$ cat src/rtl/mfi_pc_chain_check_pkg.sv
// Shared types and helpers for the multi-retire PC chain checker.
package mfi_check_pkg;

  localparam int unsigned ORDER_W = 64;

  typedef enum logic [1:0] {
    IDLE  = 2'd0,
    ARMED = 2'd1,
    DONE  = 2'd2,
    FAIL  = 2'd3
  } chk_state_e;

  // Bits of a PC that must be zero for an IALIGN-aligned address.
  function automatic logic [63:0] align_mask(input int unsigned xlen, input int unsigned ialign);
    logic [63:0] m;
    m = 64'(ialign / 8) - 64'd1;
    if (xlen < 64) m = m & ((64'd1 << xlen) - 64'd1);
    return m;
  endfunction

endpackage

$ cat src/rtl/mfi_pc_chain_check_if.sv
// Retire-channel bundle and checker result signals.
interface mfi_pc_chain_check_if #(
  parameter int unsigned XLEN = 32,
  parameter int unsigned NRET = 1
);
  logic                                   check;
  logic [mfi_check_pkg::ORDER_W-1:0]      inst_order;
  logic [NRET-1:0]                        mfi_valid;
  logic [mfi_check_pkg::ORDER_W*NRET-1:0] mfi_order;
  logic [NRET-1:0]                        mfi_halt;
  logic [XLEN*NRET-1:0]                   mfi_pc_rdata;
  logic [XLEN*NRET-1:0]                   mfi_pc_wdata;
  logic [1:0]                             state;
  logic                                   done;
  logic                                   err_mismatch;
  logic                                   err_align;
  logic                                   err_order;
  logic                                   err_timeout;

  modport master (
    output check, inst_order, mfi_valid, mfi_order, mfi_halt, mfi_pc_rdata, mfi_pc_wdata,
    input  state, done, err_mismatch, err_align, err_order, err_timeout
  );

  modport slave (
    input  check, inst_order, mfi_valid, mfi_order, mfi_halt, mfi_pc_rdata, mfi_pc_wdata,
    output state, done, err_mismatch, err_align, err_order, err_timeout
  );
endinterface

$ cat src/rtl/mfi_pc_chain_check_order_match.sv
// Per-channel order comparators, lowest-channel priority encoders and in-cycle ordering check.
module mfi_order_match
  import mfi_check_pkg::*;
#(
  parameter int unsigned NRET  = 1,
  parameter int unsigned IDX_W = 1
) (
  input  logic [NRET-1:0]         mfi_valid,
  input  logic [ORDER_W*NRET-1:0] mfi_order,
  input  logic [ORDER_W-1:0]      inst_order,
  output logic                    pred_hit,
  output logic [IDX_W-1:0]        pred_idx,
  output logic                    tgt_hit,
  output logic [IDX_W-1:0]        tgt_idx,
  output logic                    order_ok
);

  logic [ORDER_W-1:0] pred_order;
  logic [ORDER_W-1:0] ch_ord;
  logic [ORDER_W-1:0] prev_ord;

  assign pred_order = inst_order - 64'd1;

  // Scan high to low so the lowest matching channel wins.
  always_comb begin
    pred_hit = 1'b0;
    pred_idx = '0;
    tgt_hit  = 1'b0;
    tgt_idx  = '0;
    ch_ord   = '0;
    for (int unsigned i = NRET; i > 0; i--) begin
      ch_ord = mfi_order[(i-1)*ORDER_W +: ORDER_W];
      if (mfi_valid[i-1] && ch_ord == pred_order) begin
        pred_hit = 1'b1;
        pred_idx = IDX_W'(i-1);
      end
      if (mfi_valid[i-1] && ch_ord == inst_order) begin
        tgt_hit = 1'b1;
        tgt_idx = IDX_W'(i-1);
      end
    end
  end

  always_comb begin
    order_ok = 1'b1;
    prev_ord = '0;
    for (int unsigned i = 1; i < NRET; i++) begin
      prev_ord = mfi_order[(i-1)*ORDER_W +: ORDER_W];
      if (mfi_valid[i] && !mfi_valid[i-1]) order_ok = 1'b0;
      if (mfi_valid[i] && mfi_valid[i-1] &&
          mfi_order[i*ORDER_W +: ORDER_W] != prev_ord + 64'd1) order_ok = 1'b0;
    end
  end

endmodule

$ cat src/rtl/mfi_pc_chain_check.sv
// Checks that pc_rdata of retire inst_order equals pc_wdata of inst_order-1 across NRET channels.
module mfi_pc_chain_check
  import mfi_check_pkg::*;
#(
  parameter int unsigned XLEN    = 32,
  parameter int unsigned NRET    = 1,
  parameter int unsigned IALIGN  = 32,
  parameter int unsigned MAX_GAP = 64
) (
  input  logic                 clock,
  input  logic                 reset,
  mfi_pc_chain_check_if.slave  bus
);

  localparam int unsigned     IDX_W   = (NRET > 1) ? $clog2(NRET) : 1;
  localparam int unsigned     GAP_W   = (MAX_GAP > 0) ? $clog2(MAX_GAP + 1) : 1;
  localparam logic [XLEN-1:0] ALIGN_M = XLEN'(align_mask(XLEN, IALIGN));
  localparam logic [GAP_W-1:0] GAP_MAX = GAP_W'(MAX_GAP);

  chk_state_e       state_q;
  logic [XLEN-1:0]  expect_pc_q;
  logic [GAP_W-1:0] gap_q;
  logic             done_q;
  logic             err_mismatch_q;
  logic             err_align_q;
  logic             err_order_q;
  logic             err_timeout_q;

  logic             pred_hit;
  logic             tgt_hit;
  logic             order_ok;
  logic [IDX_W-1:0] pred_idx;
  logic [IDX_W-1:0] tgt_idx;
  logic [XLEN-1:0]  pred_pc;
  logic [XLEN-1:0]  tgt_rdata;
  logic [XLEN-1:0]  cmp_ref;
  logic             pred_halt;
  logic             bypass;
  logic             cmp_ok;
  logic             align_bad;
  logic [GAP_W-1:0] gap_inc;

  mfi_order_match #(.NRET(NRET), .IDX_W(IDX_W)) u_match (
    .mfi_valid  (bus.mfi_valid),
    .mfi_order  (bus.mfi_order),
    .inst_order (bus.inst_order),
    .pred_hit   (pred_hit),
    .pred_idx   (pred_idx),
    .tgt_hit    (tgt_hit),
    .tgt_idx    (tgt_idx),
    .order_ok   (order_ok)
  );

  assign pred_pc   = bus.mfi_pc_wdata[pred_idx*XLEN +: XLEN];
  assign tgt_rdata = bus.mfi_pc_rdata[tgt_idx*XLEN +: XLEN];
  assign pred_halt = bus.mfi_halt[pred_idx];
  assign bypass    = pred_hit && tgt_hit && (pred_idx < tgt_idx);
  // A same-cycle predecessor on a lower channel is fresher than the captured PC.
  assign cmp_ref   = bypass ? pred_pc : expect_pc_q;
  assign cmp_ok    = !bus.check || (tgt_rdata == cmp_ref);
  assign align_bad = |(tgt_rdata & ALIGN_M);
  assign gap_inc   = (gap_q == GAP_MAX) ? gap_q : gap_q + 1'b1;

  always_ff @(posedge clock or posedge reset) begin
    if (reset) begin
      state_q        <= IDLE;
      expect_pc_q    <= '0;
      gap_q          <= '0;
      done_q         <= 1'b0;
      err_mismatch_q <= 1'b0;
      err_align_q    <= 1'b0;
      err_order_q    <= 1'b0;
      err_timeout_q  <= 1'b0;
    end else begin
      if (bus.check && !order_ok) err_order_q <= 1'b1;
      if (bus.check && tgt_hit && align_bad) err_align_q <= 1'b1;

      unique case (state_q)
        IDLE: begin
          if (pred_hit && pred_halt) begin
            state_q <= DONE;
            done_q  <= 1'b1;
          end else if (tgt_hit) begin
            if (!bypass || cmp_ok) begin
              state_q <= DONE;
              done_q  <= 1'b1;
            end else begin
              state_q        <= FAIL;
              err_mismatch_q <= 1'b1;
            end
          end else if (pred_hit) begin
            state_q     <= ARMED;
            expect_pc_q <= pred_pc;
            gap_q       <= '0;
          end
        end
        ARMED: begin
          if (tgt_hit) begin
            if (cmp_ok) begin
              state_q <= DONE;
              done_q  <= 1'b1;
            end else begin
              state_q        <= FAIL;
              err_mismatch_q <= 1'b1;
            end
          end else if (pred_hit && pred_halt) begin
            state_q <= DONE;
            done_q  <= 1'b1;
          end else begin
            if (pred_hit) expect_pc_q <= pred_pc;
            gap_q <= gap_inc;
            if (MAX_GAP != 0 && bus.check && gap_inc == GAP_MAX) begin
              state_q       <= FAIL;
              err_timeout_q <= 1'b1;
            end
          end
        end
        default: ;
      endcase
    end
  end

`ifdef FORMAL
  always_comb begin
    if (!reset && bus.check) begin
      assume (tgt_hit);
      assert (order_ok);
      assert (!(tgt_hit && align_bad));
      assert (!(tgt_hit && (state_q == ARMED || bypass) && !cmp_ok));
      assert (!(state_q == ARMED && !tgt_hit && !(pred_hit && pred_halt) &&
                MAX_GAP != 0 && gap_inc == GAP_MAX));
    end
  end
`endif

  assign bus.state        = state_q;
  assign bus.done         = done_q;
  assign bus.err_mismatch = err_mismatch_q;
  assign bus.err_align    = err_align_q;
  assign bus.err_order    = err_order_q;
  assign bus.err_timeout  = err_timeout_q;

endmodule

$ cat src/flat_wrapper.sv
// flat-port wrapper written by rule: the top's interface ports become plain ports
module mfi_pc_chain_check_flat import mfi_check_pkg::*;
#(
  parameter int unsigned XLEN    = 32,
  parameter int unsigned NRET    = 1,
  parameter int unsigned IALIGN  = 32,
  parameter int unsigned MAX_GAP = 64
)
  (clock, reset, bus_check, bus_inst_order, bus_mfi_valid, bus_mfi_order, bus_mfi_halt, bus_mfi_pc_rdata, bus_mfi_pc_wdata, bus_state, bus_done, bus_err_mismatch, bus_err_align, bus_err_order, bus_err_timeout);
  mfi_pc_chain_check_if #(.XLEN(XLEN), .NRET(NRET)) bus_i ();
  input  logic clock;
  input  logic reset;
  input wire logic [$bits(bus_i.check)-1:0] bus_check;
  input wire logic [$bits(bus_i.inst_order)-1:0] bus_inst_order;
  input wire logic [$bits(bus_i.mfi_valid)-1:0] bus_mfi_valid;
  input wire logic [$bits(bus_i.mfi_order)-1:0] bus_mfi_order;
  input wire logic [$bits(bus_i.mfi_halt)-1:0] bus_mfi_halt;
  input wire logic [$bits(bus_i.mfi_pc_rdata)-1:0] bus_mfi_pc_rdata;
  input wire logic [$bits(bus_i.mfi_pc_wdata)-1:0] bus_mfi_pc_wdata;
  output wire logic [$bits(bus_i.state)-1:0] bus_state;
  output wire logic [$bits(bus_i.done)-1:0] bus_done;
  output wire logic [$bits(bus_i.err_mismatch)-1:0] bus_err_mismatch;
  output wire logic [$bits(bus_i.err_align)-1:0] bus_err_align;
  output wire logic [$bits(bus_i.err_order)-1:0] bus_err_order;
  output wire logic [$bits(bus_i.err_timeout)-1:0] bus_err_timeout;
  assign bus_i.check = bus_check;
  assign bus_i.inst_order = bus_inst_order;
  assign bus_i.mfi_valid = bus_mfi_valid;
  assign bus_i.mfi_order = bus_mfi_order;
  assign bus_i.mfi_halt = bus_mfi_halt;
  assign bus_i.mfi_pc_rdata = bus_mfi_pc_rdata;
  assign bus_i.mfi_pc_wdata = bus_mfi_pc_wdata;
  assign bus_state = bus_i.state;
  assign bus_done = bus_i.done;
  assign bus_err_mismatch = bus_i.err_mismatch;
  assign bus_err_align = bus_i.err_align;
  assign bus_err_order = bus_i.err_order;
  assign bus_err_timeout = bus_i.err_timeout;
  mfi_pc_chain_check #(.XLEN(XLEN), .NRET(NRET), .IALIGN(IALIGN), .MAX_GAP(MAX_GAP)) u_core (.clock(clock), .reset(reset), .bus(bus_i));
endmodule
$ cat config.mk
export PLATFORM = sky130hd
export DESIGN_NAME = mfi_pc_chain_check_flat
export DESIGN_NICKNAME = d
export VERILOG_FILES = /design/src/rtl/mfi_pc_chain_check_pkg.sv /design/src/rtl/mfi_pc_chain_check_if.sv /design/src/rtl/mfi_pc_chain_check_order_match.sv /design/src/rtl/mfi_pc_chain_check.sv /design/src/flat_wrapper.sv
export SDC_FILE = /design/constraint.sdc
export NUM_CORES = 1
export LEC_CHECK = 0
export ABC_AREA = 0
export CAP_MARGIN = 20
export CELL_PAD_IN_SITES_DETAIL_PLACEMENT = 1
export CELL_PAD_IN_SITES_GLOBAL_PLACEMENT = 2
export CORE_ASPECT_RATIO = 0.8
export CORE_UTILIZATION = 22
export DETAILED_ROUTE_END_ITERATION = 10
export PLACE_DENSITY = 0.81
export SLEW_MARGIN = 0
export SYNTH_ARGS = -nofsm -noshare
export SYNTH_HDL_FRONTEND = slang
export SYNTH_SLANG_ARGS = --single-unit
$ cat constraint.sdc
create_clock -name clock -period 1.68 [get_ports clock]
set_input_delay 0.504 -clock clock [delete_from_list [all_inputs] [get_ports clock]]
set_output_delay 0.504 -clock clock [all_outputs]
set_load 0.03 [all_outputs]
# Yosys cells after proc, flatten, opt, wreduce, memory -nomap -nowiden

Index checks and enable logic that the tools add are counted.

Word-level logic and storage cells: 74
ROM bits: 0
RAM bits: 0
Bits in registers: 45
Memories: 0
Bits in latches: 0
Bits of input ports: 197

Reductions and logical operators: 17
Shift-type cells: 0
Mux-type cells: 29
$add $sub $neg: 2
Multipliers: 0
Equality and inequality tests: 16
Div/mod/pow operators: 0
$lt $le $gt $ge: 0
Bitwise gates (word level): 3

Operators with widths:

| cell                  | number |
|---|---|
| $mux 32               | 5 |
| $eq 64x64->1          | 2 |
| $pmux 32 s2           | 1 |
| $sub 64x1->64 const B | 1 |
| $mux 7                | 6 |
| $eq 32x32->1          | 1 |
| $eq 7x7->1 const B    | 2 |
| $pmux 7 s2            | 1 |
| $mux 2                | 6 |
| $mux 1                | 8 |
| $ne 2x2->1 const B    | 4 |
| $ne 4x1->1 const B    | 2 |
| $reduce_and 4->1      | 2 |
| $add 7x1->7 const B   | 1 |
| $logic_and 1x1->1     | 6 |
| $ne 3x1->1 const B    | 2 |
| $reduce_and 3->1      | 2 |
| $reduce_and 6->1      | 1 |
| $reduce_and 5->1      | 1 |
| $pmux 2 s2            | 1 |
| $ne 3x3->1 const B    | 1 |
| $not 1->1             | 3 |
| $eq 2x1->1 const B    | 1 |
| $logic_not 2->1       | 1 |
| other kinds (6)       | 6 |

# Logic depth before layout (Yosys ltp)

Depth after elaboration: 8
Gate-level depth with buffers: 13

# Cells and area by module

A second synthesis with hierarchy kept.

Cells, all modules: 809
Area total of the unflattened synthesis: 5939.4 µm²

Modules (own cells, without submodules):

| module             | times used | seq. area each (µm²) | area each (µm²) | cells an instance |
|---|---|---|---|---|
| mfi_pc_chain_check | 1          | 1151.1               | 3455.8          | 449 |
| mfi_order_match    | 1          | 0.0                  | 2483.6          | 360 |

# Least setup slack after synthesis

No wires, ideal clock.

Kind: input -> register
Start point: input bus_inst_order[4]
End point: register u_core.gap_q[2]
Library setup time: 0.126 ns
Cell stages on the path: 11
Arrival time: 4.027 ns
Data required time: 1.554 ns
Path slack: -2.473 ns
Buffers on the path: 1
Cells stage by stage: buf_2 or4_4 nor4_4 nand3_2 or3_1 xor2_1 or4_4 a2111oi_4 nand4_1 a211o_1 a221o_1

Cells in the longest elaborated chain, start to end: 7
Elaborated cells between the ends (all ways): 14

Ends and longest elaborated chain:

| item                                | RTL line                                            | RTL |
|---|---|---|
| start, declared                     | flat_wrapper.sv:14                                  | `input wire logic [$bits(bus_i.inst_order)-1:0] bus_inst_order;` |
| $sub 64x1->64                       | mfi_pc_chain_check_order_match.sv:22                | `assign pred_order = inst_order - 64'd1;` |
| $eq 64x64->1                        | mfi_pc_chain_check_order_match.sv:33                | `if (mfi_valid[i-1] && ch_ord == pred_order) begin` |
| $logic_and 1x1->1                   | mfi_pc_chain_check_order_match.sv:33                |  |
| $mux 1                              | mfi_pc_chain_check_order_match.sv:33                |  |
| $logic_and 1x1->1                   | mfi_pc_chain_check.sv:80, mfi_pc_chain_check.sv:106 |  |
| $ne 2x2->1 (no source line)         | -                                                   |  |
| $reduce_and 6->1 (no source line) * | -                                                   |  |
| end signal, assigned                | mfi_pc_chain_check.sv:111                           | `gap_q <= gap_inc;` |
| end, declared                       | mfi_pc_chain_check.sv:22                            | `logic [GAP_W-1:0] gap_q;` |

Every way passes the cells marked *; elsewhere a longest branch is shown, timed or not.
A chain may end at the register's enable or synchronous reset.

# Worst setup path after layout

Start point: input bus_inst_order[1]
End point: register u_core.gap_q[2]

The elaborated chain is that of the path after synthesis.

==> key figures <==
Yosys
  • Proportion of netlist area held by the largest area contributor: 21.9%
  • Seq/Total Area, Yosys: 21.9%
  • Syn avg cell area: 8.34 µm²
  • Post-synthesis cell area: 5130 µm²
  • Leading area contributor after synthesis: dfrtp_1
  • Post-Synthesis Net Count: 815
  • Most used DFF post-synth: dfrtp_1
  • Cells after Synth: ~620
  • YS warnings: 0
  • Yosys reg bits: 45
  • Ranking of synthesized cells by area: dfrtp_1 22%, xnor2_1 17%, mux2_2 7.2%, xor2_1 6.5%, nor4_1 4.1%
  • Ys async rst share: 100%
  • Synth unique cells: 67
  • Post-synth EDFFs: 0

Cells and area
  • P&R area growth vs syn: 113%
  • Fill cells: 2,649
  • Antenna Cells: 0
  • Nets: 1,320
  • Commonest non-fill, non-tap cell in the layout: buf_4
  • Non-Filler Instances: 1,427
  • Most frequent cells in the layout: 277 x buf_4, 135 x clkdlybuf4s50_1, 91 x xnor2_1, 45 x dfrtp_1, 44 x nor2_1
  • Register Area: 1130 µm²
  • Post-layout utilization of the core: 48.3%
  • Multi-input logic area: about 4600 µm²
  • Share of cells above drive strength 1: 44.4%
  • Design area: 10,900 µm²

Critical path
  • Setup CP Type: input pin to flop
  • Crit start category: input pin
  • WP buf/inv: 3
  • CP delay by family, top: simple AND/OR/NAND/NOR gates
  • CP Cell Sequence: buf_6, or4_4, nor4_4, buf_4, nand3_4, buf_6, or3_4, xor2_4, or4_4, a2111oi_4, nand4_1, a211o_4, a221o_1
  • Crit-path max FO: 5
  • WP data arrival: between 4 and 5 ns
  • WP data required: 1.85 ns
  • Crit path largest cell delay: 0.57 ns
  • Crit end category: flop
  • Slowest CP cell: or4_4

Routing
  • WL final: 29.2 mm
  • Post-route DRC: 0
  • Initial drt markers: 348
  • Drt via density: 4.97
  • WL/cell: around 20 µm
  • Vias: 7,095
  • Drt first pass iters: 5
  • ANT nets after route: 0

Global route
  • Gr ovfl total: 0
  • GRT Overall Usage: 24.0%
  • Pin count of the biggest net entering global routing: 46
  • Vias in the first global route: around 7,600
  • Initial antenna violation count: 0
  • First-pass GRT wire length: between 40 and 50 mm

Timing
  • Worst-margin pin slew: 0.682 ns
  • WHS: around 0.49 ns
  • Min cycle time layout: 4.07 ns
  • Crit share post-route: 242%
  • Final WS setup: -2.39 ns
  • Unrepaired setup endpoints after global routing: true
  • Maximum clock frequency: 246 MHz
  • Setup-failing EPs final: 45
  • Slew HR: 54.3%
  • Max Slew Vio Count: 0
  • Clk_skew: ~0.0056 ns
  • Setup TNS Final: -100.07 ns
  • Hold Fails Final Rpt: 0

Clock network
  • TritonCTS buffer count: 5
  • Clk root buf: clkbuf_16
  • Clk_lat worst skew: approximately 0.29 ns
  • Clock sinks: 45
  • # hold bufs at CTS: 0
  • CTS clk-pin slew, worst paths: 0.06 ns
  • Clock Tree Buf Depth: 2
  • CTS tree: done
  • # H-tree levels: 2

Outcome
  • Failing checks: setup timing
  • Outcome: complete, but fails checks

Pwr
  • Net Sw Frac: 30.9%
  • Logic pwr share: 46.3%
  • Worst VDD drop: ~0.43 mV
  • Seq pwr share: 25.7%
  • Power Total: 4.22 mW
  • LEAKAGE: 4.69 nW
  • Net switching power: 1.30 mW
  • Internal power: 2.91 mW
  • Clock Power Share: 28.0%
  • Pwr dens: 385 nW/µm²

Die
  • Row cnt: 49
  • Die area: 23,900 µm²
  • Area of the core: 22,700 µm²
  • Top Ports: 204
  • Initial Util: roughly 23%
  • Die Y: 139 µm
  • Die Wd: ~170 µm

Place
  • Setup WS pre-CTS: -3.03 ns
  • DPL Wire Length: 23.3 mm
  • Post-DP Area: a little under 10,000 µm²
  • Placed Cells: approximately 1,400
  • # port buffers: 202
  • Routability Congestion: 0.952

Hold path
  • Hold Crit Class: flop to flop

Job
  • Maxcap violations: 0
## synthesized netlist by cell type (3+ instances only)
cell / instances
a211o_1: 3
a21o_1: 4
a21oi_1: 13
a31oi_1: 4
and2_1: 5
and3_1: 7
and4_1: 4
buf_2: 4
clkbuf_1: 11
dfrtp_1: 45
ha_1: 3
inv_1: 15
mux2_2: 33
mux2i_1: 4
nand2_1: 28
nand2b_1: 4
nand3_1: 30
nand4_1: 28
nand4b_1: 5
nor2_1: 51
nor2b_1: 9
nor3_1: 30
nor4_1: 34
nor4b_1: 6
o211ai_1: 3
o21ai_0: 6
o221ai_1: 3
o31ai_1: 4
or2_2: 3
or3_1: 13
or4_1: 20
or4_4: 3
xnor2_1: 101
xor2_1: 38
## path summary, 6_finish.rpt
| path | startpoint | to | slack, ns | depth (start not counted) |
|---|---|---|---|---|
| worst min-delay path | u_core.bus.err_mismatch$_DFFE_PP0P_ | u_core.bus.err_mismatch$_DFFE_PP0P_ | 0.49 | 1 |
| worst max-delay path | bus_inst_order[1] | u_core.gap_q[2]$_DFFE_PP0P_ | -2.39 | 13 |
| max in group asynchronous | reset | u_core.bus.done$_DFFE_PP0P_ | 0.89 | 3 |
| worst min register to register | u_core.bus.err_mismatch$_DFFE_PP0P_ | u_core.bus.err_mismatch$_DFFE_PP0P_ | 0.49 | 1 |
| min in group asynchronous | reset | u_core.expect_pc_q[29]$_DFFE_PP0P_ | 0.56 | 3 |
| worst max register to register | u_core.expect_pc_q[31]$_DFFE_PP0P_ | u_core.bus.state[0]$_DFFE_PP0P_ | -0.50 | 8 |
## final cells by class
class | instances | share of cell area [%]
inverters | 15 | 0.514
clock inverters | 2 | 0.343
repair buffers | 516 | 41.7
flip-flops and latches | 45 | 10.3
multi-input cells | 537 | 42.4
clock buffers | 6 | 1.27
well taps | 306 | 3.50
## what timing repair did
| item | CTS | global route |
|---|---|---|
| pin swaps | 54 | 59 |
| gates cloned | 2 | 0 |
| resized for setup | 229 | 71 |
| buffers inserted | 34 | 17 |
| setup endpoints to repair | 48 | 45 |
## routing by layer
layer  part of all wire (%)  global-route usage, %
met1                     44                   32.3
met4                    2.4                   6.01
met2                     47                   39.5
met3                    6.9                   4.25
met5                      0                      0
## registers in the layout, indices dropped and copies added (netlist names)
name and count:
u_core.bus.state 2, u_core.gap_q 7, u_core.bus.err_timeout 1, u_core.bus.done 1
u_core.expect_pc_q 32, u_core.bus.err_align 1, u_core.bus.err_mismatch 1
## power groups by stage
stage               Combinational (mW)  Sequential, mW  Clock (mW)
floorplan                        0.543            1.10           0
global placement                  1.74            1.10           0
detailed placement                1.77            1.10           0
CTS                               1.84            1.08        1.20
global route                      2.06            1.08        1.23
finish                            1.95            1.08        1.18
## cells by family (layout without fill, tap and decap cells)
group,after synthesis,count (layout),share of synthesized area (%)
flops,45,45,21.9
simple gates,293,293,33.2
other cells,1,1,0.0731
compound gates,64,64,9.46
mux,37,37,8.02
buf+inv,33,539,2.80
fa+ha+maj,3,3,0.732
xor+xnor,139,139,23.7
Power figures use the tool's default switching activity.
